===== config.mk =====
export PLATFORM = sky130hd
export DESIGN_NAME = jpeg_bitstream_unpacker
export DESIGN_NICKNAME = d
export VERILOG_FILES = /design/src/rtl/jpeg_bs_pkg.sv /design/src/rtl/jpeg_bs_word_fifo.sv /design/src/rtl/jpeg_bitstream_unpacker.sv
export SDC_FILE = /design/constraint.sdc
export NUM_CORES = 1
export LEC_CHECK = 0
export BUFFER_PORTS_ARGS = -buffer_cell sky130_fd_sc_hd__buf_2
export CAP_MARGIN = 15
export CELL_PAD_IN_SITES_DETAIL_PLACEMENT = 2
export CELL_PAD_IN_SITES_GLOBAL_PLACEMENT = 2
export CORE_ASPECT_RATIO = 1.25
export CORE_MARGIN = 2
export CORE_UTILIZATION = 25
export DETAILED_ROUTE_END_ITERATION = 10
export PLACE_DENSITY_LB_ADDON = 0.1
export SETUP_SLACK_MARGIN = 0.5
export SLEW_MARGIN = 40
export SYNTH_ARGS = -nofsm -noshare
export SYNTH_HDL_FRONTEND = slang
export SYNTH_SLANG_ARGS = --single-unit

===== constraint.sdc =====
create_clock -name clk -period 6.4 [get_ports clk]
set_input_delay 0.64 -clock clk [delete_from_list [all_inputs] [get_ports clk]]
set_output_delay 0.64 -clock clk [all_outputs]
set_load 0.05 [all_outputs]

===== src/rtl/jpeg_bs_pkg.sv =====
// Shared types and helpers for the JPEG bitstream unpacker.
// Entry format, fill convention and FSM state encodings live here.
package jpeg_bs_pkg;

    typedef logic [31:0] word_t;

    typedef struct packed {
        logic       is_last;
        logic [4:0] count;
        word_t      data;
    } bs_entry_t;

    localparam int         BYTES_PER_WORD = 4;
    localparam logic [7:0] FILL_BYTE      = 8'hFF;

    localparam logic [1:0] IDLE  = 2'd0;
    localparam logic [1:0] LOAD  = 2'd1;
    localparam logic [1:0] SHIFT = 2'd2;
    localparam logic [1:0] DONE  = 2'd3;

    // Bytes to emit for an entry: full words give 4, partial words ceil(count/8).
    function automatic logic [2:0] entry_nbytes(input bs_entry_t e);
        return e.is_last ? 3'((6'(e.count) + 6'd7) >> 3) : 3'(BYTES_PER_WORD);
    endfunction

    // Every bit below count becomes 1; only the final emitted byte is affected.
    function automatic word_t pad_entry(input bs_entry_t e);
        return e.is_last ? (e.data | ({BYTES_PER_WORD{FILL_BYTE}} >> e.count)) : e.data;
    endfunction

endpackage


===== src/rtl/jpeg_bs_word_fifo.sv =====
// First-word-fall-through FIFO of bitstream entries.
// Pointers carry one extra MSB so full and empty are distinguishable.
module jpeg_bs_word_fifo
    import jpeg_bs_pkg::*;
#(
    parameter int FIFO_DEPTH = 8,
    parameter int LEVEL_W    = $clog2(FIFO_DEPTH) + 1
) (
    input  logic               clk,
    input  logic               rst,
    input  logic               push,
    input  bs_entry_t          wr_entry,
    input  logic               pop,
    output bs_entry_t          rd_entry,
    output logic               full,
    output logic               empty,
    output logic [LEVEL_W-1:0] level
);
    localparam int AW = $clog2(FIFO_DEPTH);

    bs_entry_t   mem [FIFO_DEPTH];
    logic [AW:0] wptr;
    logic [AW:0] rptr;
    logic        wr_en;
    logic        rd_en;

    assign empty    = (wptr == rptr);
    assign full     = (wptr[AW] != rptr[AW]) && (wptr[AW-1:0] == rptr[AW-1:0]);
    assign rd_en    = pop && !empty;
    // A pop frees the slot being written, so push-while-full is allowed then.
    assign wr_en    = push && (!full || rd_en);
    assign rd_entry = mem[rptr[AW-1:0]];
    assign level    = LEVEL_W'(wptr - rptr);

    always_ff @(posedge clk) begin
        if (rst) begin
            wptr <= '0;
            rptr <= '0;
        end else begin
            if (wr_en) wptr <= wptr + (AW+1)'(1);
            if (rd_en) rptr <= rptr + (AW+1)'(1);
        end
    end

    always_ff @(posedge clk) begin
        if (wr_en) mem[wptr[AW-1:0]] <= wr_entry;
    end

endmodule


===== src/rtl/jpeg_bitstream_unpacker.sv =====
// Turns encoder words (plus the final partial word) into an MSB-first byte stream.
// Define JPEG_UNSTUFF_EN to drop a 0x00 that follows an emitted 0xFF.
module jpeg_bitstream_unpacker
    import jpeg_bs_pkg::*;
#(
    parameter int FIFO_DEPTH = 8,
    parameter int LEVEL_W    = $clog2(FIFO_DEPTH) + 1
) (
    input  logic               clk,
    input  logic               rst,
    input  logic [31:0]        JPEG_bitstream,
    input  logic               data_ready,
    input  logic               eof_data_partial_ready,
    input  logic [4:0]         end_of_file_bitstream_count,
    output logic [7:0]         byte_out,
    output logic               byte_valid,
    input  logic               byte_ready,
    output logic               byte_last,
    output logic               stream_done,
    output logic               overflow,
    output logic               protocol_err,
    output logic [LEVEL_W-1:0] fifo_level
);
    logic [1:0] state;
    word_t      sreg;
    logic [2:0] nbytes;
    logic       cur_last;

    logic       wr_any;
    logic       push;
    bs_entry_t  wr_entry;
    bs_entry_t  head;
    logic [2:0] head_nb;
    logic       full;
    logic       empty;
    logic [7:0] cur_byte;
    logic       drop;
    logic       ff_tail;
    logic       accept;
    logic       adv;
    logic       fin;
    logic       load_now;

    assign wr_any = data_ready || eof_data_partial_ready;
    assign push   = wr_any && (state != DONE);

    // Simultaneous strobes are stored as the partial word.
    always_comb begin
        wr_entry.is_last = eof_data_partial_ready;
        wr_entry.count   = eof_data_partial_ready ? end_of_file_bitstream_count : 5'd0;
        wr_entry.data    = JPEG_bitstream;
    end

    jpeg_bs_word_fifo #(
        .FIFO_DEPTH (FIFO_DEPTH),
        .LEVEL_W    (LEVEL_W)
    ) u_fifo (
        .clk      (clk),
        .rst      (rst),
        .push     (push),
        .wr_entry (wr_entry),
        .pop      (load_now),
        .rd_entry (head),
        .full     (full),
        .empty    (empty),
        .level    (fifo_level)
    );

    assign head_nb  = entry_nbytes(head);
    assign cur_byte = sreg[31:24];

`ifdef JPEG_UNSTUFF_EN
    logic prev_ff;

    assign drop    = (state == SHIFT) && prev_ff && (cur_byte == 8'h00);
    // A trailing 0x00 right behind this 0xFF will vanish, so the 0xFF is the real last byte.
    assign ff_tail = (nbytes == 3'd2) && (cur_byte == FILL_BYTE) && (sreg[23:16] == 8'h00);

    always_ff @(posedge clk) begin
        if (rst)         prev_ff <= 1'b0;
        else if (accept) prev_ff <= (cur_byte == FILL_BYTE);
        else if (drop)   prev_ff <= 1'b0;
    end
`else
    assign drop    = 1'b0;
    assign ff_tail = 1'b0;
`endif

    assign byte_valid  = (state == SHIFT) && !drop;
    assign byte_out    = byte_valid ? cur_byte : 8'h00;
    assign byte_last   = byte_valid && cur_last && ((nbytes == 3'd1) || ff_tail);
    assign accept      = byte_valid && byte_ready;
    assign adv         = accept || drop;
    assign fin         = (accept && byte_last) || (adv && (nbytes == 3'd1));
    // Popping on the final accept keeps the output at one byte per cycle.
    assign load_now    = ((state == LOAD) || (fin && !cur_last)) && !empty;
    assign stream_done = (fin && cur_last) || (load_now && (head_nb == 3'd0));

    always_ff @(posedge clk) begin
        if (rst) begin
            state        <= IDLE;
            sreg         <= '0;
            nbytes       <= '0;
            cur_last     <= 1'b0;
            overflow     <= 1'b0;
            protocol_err <= 1'b0;
        end else begin
            if ((wr_any && state == DONE) || (data_ready && eof_data_partial_ready))
                protocol_err <= 1'b1;
            if (push && full && !load_now)
                overflow <= 1'b1;

            case (state)
                IDLE: if (!empty || push) state <= LOAD;
                LOAD: if (empty) state <= IDLE;
                SHIFT: begin
                    if (fin) begin
                        if (cur_last)   state <= DONE;
                        else if (empty) state <= IDLE;
                    end else if (adv) begin
                        sreg   <= {sreg[23:0], 8'h00};
                        nbytes <= nbytes - 3'd1;
                    end
                end
                default: ;
            endcase

            if (load_now) begin
                sreg     <= pad_entry(head);
                nbytes   <= head_nb;
                cur_last <= head.is_last;
                state    <= (head_nb == 3'd0) ? DONE : SHIFT;
            end
        end
    end

endmodule


==> run_results.csv, run 1 <==
group,metric,value,unit
outcome,status,"finished clean",
synthesis,synth_edf_count,304,
min_path,hp-class,"primary input to register",
sta,setup_slack,2.16,ns
synthesis,syn_area,14500,um2
cells_and_area,synthToLayoutAreaGrowth,17.6,%
critical_path,cp_top_family,"simple AND/OR/NAND/NOR gates",
cells_and_area,fillers,5873,
synthesis,yosysTopAreaCell,"edfxtp_1",
die,die_x,220,um
sta,worst_slew_pin_slew,0.801,ns
placed_design,post-place-ws,2.29,ns
drt,via_count,7764,
global_routing,grt_usage,14.2,%
critical_path,rr_worst_depth,8,
die,die_h,274,um
global_routing,grt-ovfl-total,0,
die,boundaryPins,59,
synthesis,avgSynthCellArea,17.6,um2
drt,vias_per_cell,4.58,
clocking,post-cts-setup-buffer-count,0,
critical_path,worst-setup-path-type,"register to primary output",
sta,fmax,236,MHz
drt,first_pass_iters,4,
die,fp-row-count,98,
drt,drt_wl_total,41.7,mm
synthesis,synth_top_area_share,62.8,%
critical_path,startpoint_type,"register",
sta,tns,0,ns
critical_path,path_cells,"inv_1 > ha_1 > nand2_1 > o31a_1 > nor3_2 > nand4_1 > o21ai_0 > buf_2",
global_routing,grt_pass1_wl,61.8,mm
synthesis,synth_area_leaders,"edfxtp_1 63%, mux4_2 12%, dfxtp_1 7.0%, mux2_2 1.6%, mux2i_1 1.4%",
global_routing,grt_max_degree,45,
sta,post-route-min-period,4.24,ns
synthesis,synthCells,826,
sta,report.final.slew_viol_count,0,
clocking,clockBufferDepth,3,
cells_and_area,n_antenna_cell,0,
critical_path,required,5.76,ns
cells_and_area,utilization,29.8,%
pwr,ir_worst_vdd,206,uV
global_routing,grt_pass1_vias,8805,
run,cap_viol_max_count,0,
placed_design,portBuffers,58,
critical_path,cp.depth,8,
critical_path,worst-path-buf-inv,2,
critical_path,crit_path_end_kind,"primary output",
critical_path,max_stage_delay,0.56,ns
synthesis,ys_seq_elements,355,
synthesis,synth.distinct_cells,62,
synthesis,synth-warning-count,0,
sta,worst_clock_skew,0.0164,ns
cells_and_area,nNetsFinal,966,
cells_and_area,final_layout_size_suffix_gt1_share,28.8,%
die,die_area,60100,um2
clocking,htreeDepth,2,
sta,hold_violations,0,
drt,drc,0,
drt,wl_per_cell,24.6,um
clocking,root_buffer,"clkbuf_16",
clocking,clkSlewWorstSetupHoldPaths,0.06,ns
synthesis,synthArstFlopShare,0,%
clocking,clock_latency,0.56,ns
die,initial_core_util,25.3,%
pwr,power.leakage,5.37,nW
sta,finalCritPeriodShare,66.3,%
clocking,cts_tree,"done",
die,core_area,57400,um2
clocking,cts-buffers-inserted,42,
synthesis,synth_seq_area_share,69.8,%
sta,setup_viol_count_final,0,
global_routing,antenna_found_initial,0,
min_path,min_path_cells,1,
synthesis,syn_nets,880,
drt,drt_iter0_markers,306,
critical_path,crit_slowest_cell,"ha_1",
synthesis,synth_ff_type,"edfxtp_1",
cells_and_area,layout_commonest_cell,"edfxtp_1",
drt,drtAntennaViolNets,0,
pwr,powerDensity,395,nW/um2
clocking,cts_sinks,355,
critical_path,arrival,3.60,ns
critical_path,crit_fanout,15,
placed_design,dpl.hpwl,26.6,mm
cells_and_area,mostFrequentLayoutCells,"304 x edfxtp_1, 76 x mux4_2, 58 x buf_2",
clocking,hold_buffers,0,
sta,rsz0062_at_grt,"false",
sta,slew_headroom,46.2,%
clocking,cts.repair.resized,0,
placed_design,globalplace.congestion,0.721,
-- per-layer routing --
metal / share of wire [%] / track usage, % / vias to the layer above
met3: 2.9 / 2.48 / 53
met4: 2.0 / 3.76 / 0
met1: 43 / 17.8 / 4134
li1: - / - / 3488
met2: 52 / 25.3 / 89
met5: 0 / 0 / -
-- synth_stat cells, types with 17 or more instances --
| cell type | count |
|---|---|
| mux2i_1 | 20 |
| buf_2 | 17 |
| inv_1 | 17 |
| nand2_1 | 53 |
| a31oi_1 | 18 |
| mux4_2 | 76 |
| dfxtp_1 | 51 |
| edfxtp_1 | 304 |
| a21oi_1 | 18 |
| o21ai_0 | 22 |
| mux2_2 | 21 |
| nor2_1 | 31 |
-- worst register-to-register path: cells and delay by family (launching register included) --
kind | cells | cell delay, ns
buffers and inverters | 2 | 0.65
DFF | 1 | 0.35
and+or+nand+nor | 3 | 1.11
AOI/OAI and AO/OA | 2 | 0.98
adders and majority gates | 1 | 0.56
-- power breakdown --
part | total [W] | internal, W | switching [W]
logic | 0.00164 | 0.000630 | 0.00101
registers | 0.00289 | 0.00277 | 0.000117
clock network | 0.00222 | 0.00127 | 0.000947
total | 0.00674 | 0.00467 | 0.00207
-- metrics by stage --
step / power [W] / instance area, um2 / instances / hold WS, ns
3_5_place_dp: 0.00464 / 15800 / 1618 / 0.470
6_report: 0.00674 / 17100 / 1695 / 0.359
2_1_floorplan: 0.00402 / 14500 / 826 / 0.449
3_3_place_gp: 0.00459 / 15800 / 1616 / 0.458
4_1_cts: 0.00691 / 17100 / 1695 / 0.332
5_1_grt: 0.00711 / 17100 / 1695 / 0.344
-- sequential cells by signal, indices dropped and copies added, names as in the netlist, named ones only --
register and cells:
state 2, u_fifo.rptr 4, u_fifo.wptr 4, u_fifo.mem 304, sreg 32, protocol_err 1
cur_last 1, overflow 1, nbytes 3
-- worst paths after layout --
check	startpoint	end	slack [ns]
worst max-delay path	state[0]$_SDFFE_PP0P_	stream_done	2.16
worst min-delay path	JPEG_bitstream[0]	u_fifo.mem[3][0]$_DFFE_PP_	0.36
worst max register to register	state[0]$_SDFFE_PP0P_	u_fifo.mem[6][8]$_DFFE_PP_	2.34
worst min register to register	protocol_err$_SDFFE_PP0P_	protocol_err$_SDFFE_PP0P_	0.47
-- kinds of logic after synthesis --
group	synth area share, %
AO/OA/AOI/OAI	5.81
adder cells (fa/ha/maj)	1.15
multiplexers	15.6
flip-flops	69.8
XOR/XNOR	0.784
AND/OR/NAND/NOR	4.72
buffers and inverters	2.06
-- final cells by class --
cell class / instances / area (um2) / share of cell area, %
Tap cell: 750 / 938 / 5.49
Multi-Input combinational cell: 411 / 4160 / 24.4
Clock buffer: 66 / 1180 / 6.92
Inverter: 17 / 63.8 / 0.373
Timing Repair Buffer: 85 / 518 / 3.03
Sequential cell: 355 / 10200 / 59.5
Clock inverter: 11 / 62.6 / 0.366
(Power assumes the default switching activity.)
==> inputs of run 2 (changes only) <==
clock period = 3.6 ns   (was 6.4 ns; I/O delays follow)
==> run 2 against run 1 <==
Compared with the run above: sequential share of layout area shrank 1.2 points; register-to-register slack lost 1.5 ns; combinational power grew 86%; via count grew 1.9%; flip-flop and latch count is the same; total power grew 82%; clock skew grew 0.0096 ns; largest cell class unchanged; critical path depth shrank 2; critical endpoint unchanged; critical path type unchanged; wire length grew 2.2%.
==> run_results.csv, run 2 (synthesized netlist as in run 1, its figures left out) <==
group,metric,value,unit
clocking,cts_sinks,355,
critical_path,rr_worst_depth,6,
cells_and_area,synthToLayoutAreaGrowth,20.2,%
cells_and_area,layout_commonest_cell,"edfxtp_1",
drt,first_pass_iters,4,
critical_path,max_stage_delay,0.57,ns
global_routing,grt_usage,14.6,%
sta,slew_headroom,41.8,%
outcome,status,"finished clean",
global_routing,grt_max_degree,39,
critical_path,r2r-end,"sreg[29]$_SDFFE_PP0P_",
critical_path,arrival,2.63,ns
drt,drtAntennaViolNets,0,
global_routing,grt_pass1_wl,63.6,mm
cells_and_area,mostFrequentLayoutCells,"304 x edfxtp_1, 78 x mux4_2, 57 x buf_2",
sta,worst_slew_pin_slew,0.866,ns
die,initial_core_util,25.3,%
pwr,ir_worst_vdd,275,uV
min_path,min_path_cells,1,
cells_and_area,final_layout_size_suffix_gt1_share,32.5,%
sta,rsz0062_at_grt,"false",
critical_path,path_cells,"mux4_1 > mux2_4 > nor3_4 > nand4_1 > o21ai_2 > buf_6",
die,core_area,57400,um2
clocking,clkSlewWorstSetupHoldPaths,0.06,ns
die,die_area,60100,um2
run,cap_viol_max_count,0,
global_routing,grt-ovfl-total,0,
min_path,min_from,"JPEG_bitstream[6]",
cells_and_area,nNetsFinal,991,
critical_path,cp_top_family,"multiplexers",
die,boundaryPins,59,
clocking,cts-buffers-inserted,42,
die,die_h,274,um
drt,drc,0,
die,die_x,220,um
sta,fmax,335,MHz
drt,drt_iter0_markers,479,
drt,via_count,7912,
clocking,clock_latency,0.57,ns
critical_path,r2r_setup_slack,0.85,ns
cells_and_area,fillers,5885,
critical_path,worst-setup-path-type,"register to primary output",
drt,drt_wl_total,42.7,mm
clocking,root_buffer,"clkbuf_16",
min_path,hold_end,"u_fifo.mem[4][6]$_DFFE_PP_",
min_path,hp-class,"primary input to register",
cells_and_area,largest_register_ffs,304,
sta,report.final.slew_viol_count,0,
placed_design,globalplace.congestion,0.695,
sta,post-route-min-period,2.99,ns
cells_and_area,regArea,10200,um2
critical_path,required,3.24,ns
sta,setup_viol_count_final,0,
sta,hold_violations,0,
critical_path,crit_slowest_cell,"mux4_1",
pwr,power.leakage,5.54,nW
critical_path,worst-path-buf-inv,1,
die,fp-row-count,98,
clocking,cts_tree,"done",
global_routing,grt_pass1_vias,9077,
sta,finalCritPeriodShare,82.9,%
cells_and_area,multi_input_comb_area,4220,um2
placed_design,dpl.hpwl,27.5,mm
critical_path,startpoint_type,"register",
clocking,hold_buffers,0,
cells_and_area,n_antenna_cell,0,
sta,worst_clock_skew,0.0260,ns
sta,tns,0,ns
clocking,htreeDepth,2,
placed_design,portBuffers,58,
global_routing,antenna_found_initial,0,
pwr,power.total,0.0123,W
critical_path,crit_path_end_kind,"primary output",
pwr,powerDensity,702,nW/um2
drt,vias_per_cell,4.61,
critical_path,crit_fanout,8,
clocking,clockBufferDepth,3,
drt,wl_per_cell,24.8,um
## run 2: cell types whose count changed in the layout (fill, tap and decap cells not counted), moves of 3 or more
cell and delta:
dfxtp_1 -3, clkinv_2 +3, nand2_1 -3, buf_4 +20, nand2_2 +3, clkinv_1 +6
bufinv_16 +3, nor3_2 -3, clkbuf_1 -12, buf_12 +3, nor3_4 +3
## run 2: worst max-delay path by stage
stage | startpoint | to | slack [ns] | depth (start not counted)
after floorplan | u_fifo.wptr[2]$_SDFFE_PP0P_ | u_fifo.mem[4][0]$_DFFE_PP_ | 0.52 | 6
after global placement | state[0]$_SDFFE_PP0P_ | u_fifo.mem[4][19]$_DFFE_PP_ | 0.69 | 8
after detailed placement | register | stream_done | 0.63 | 6
after CTS | register | stream_done | 0.51 | 6
after global routing | register | stream_done | 0.50 | 6
final | register | stream_done | 0.61 | 6
## run 2: per-stage QoR
stage / cells / util (%) / instance area [um2] / setup slack [ns] / hold slack (ns)
floorplan: 826 / - / 14600 / 0.524 / 0.449
global placement: 1631 / 27.9 / 16000 / 0.686 / 0.461
finish: 1718 / 30.4 / 17500 / 0.614 / 0.0649
CTS: 1715 / 30.3 / 17400 / 0.506 / 0.0341
global route: 1718 / 30.4 / 17500 / 0.500 / 0.0474
detailed placement: 1631 / 27.9 / 16000 / 0.628 / 0.481
## run 2: power breakdown
| part | total [W] | switching (W) | internal [W] |
|---|---|---|---|
| Sequential | 0.00513 | 0.000201 | 0.00493 |
| Combinational | 0.00305 | 0.00183 | 0.00122 |
| Clock | 0.00408 | 0.00171 | 0.00237 |
## run 2: per-layer routing
| metal | routed length [um] | vias up | share of wire [%] | GRT usage [%] |
|---|---|---|---|---|
| met5 | 0 | - | 0 | 0 |
| met4 | 1370 | 0 | 3.2 | 5.19 |
| met3 | 1150 | 65 | 2.7 | 2.34 |
| met2 | 21800 | 99 | 51 | 25.8 |
| met1 | 18400 | 4204 | 43 | 18.1 |
| li1 | - | 3544 | - | - |
## run 2: area by class of cell
| cell class | instances | area share (%) |
|---|---|---|
| timing repair buffer | 110 | 4.38 |
| tap | 750 | 5.37 |
| sequential | 355 | 58.2 |
| inverter | 17 | 0.387 |
| multi-input combinational | 411 | 24.2 |
| clock inverter | 24 | 1.26 |
| clock buffer | 51 | 6.21 |
## run 2: timing repair
action                                 in CTS  in global routing
pin swaps                                   3                  2
endpoints found under the hold margin       0                  0
resized for setup                          11                 10
setup buffers                               9                  3
setup endpoints to repair                   1                  1
cloned                                      0                  0
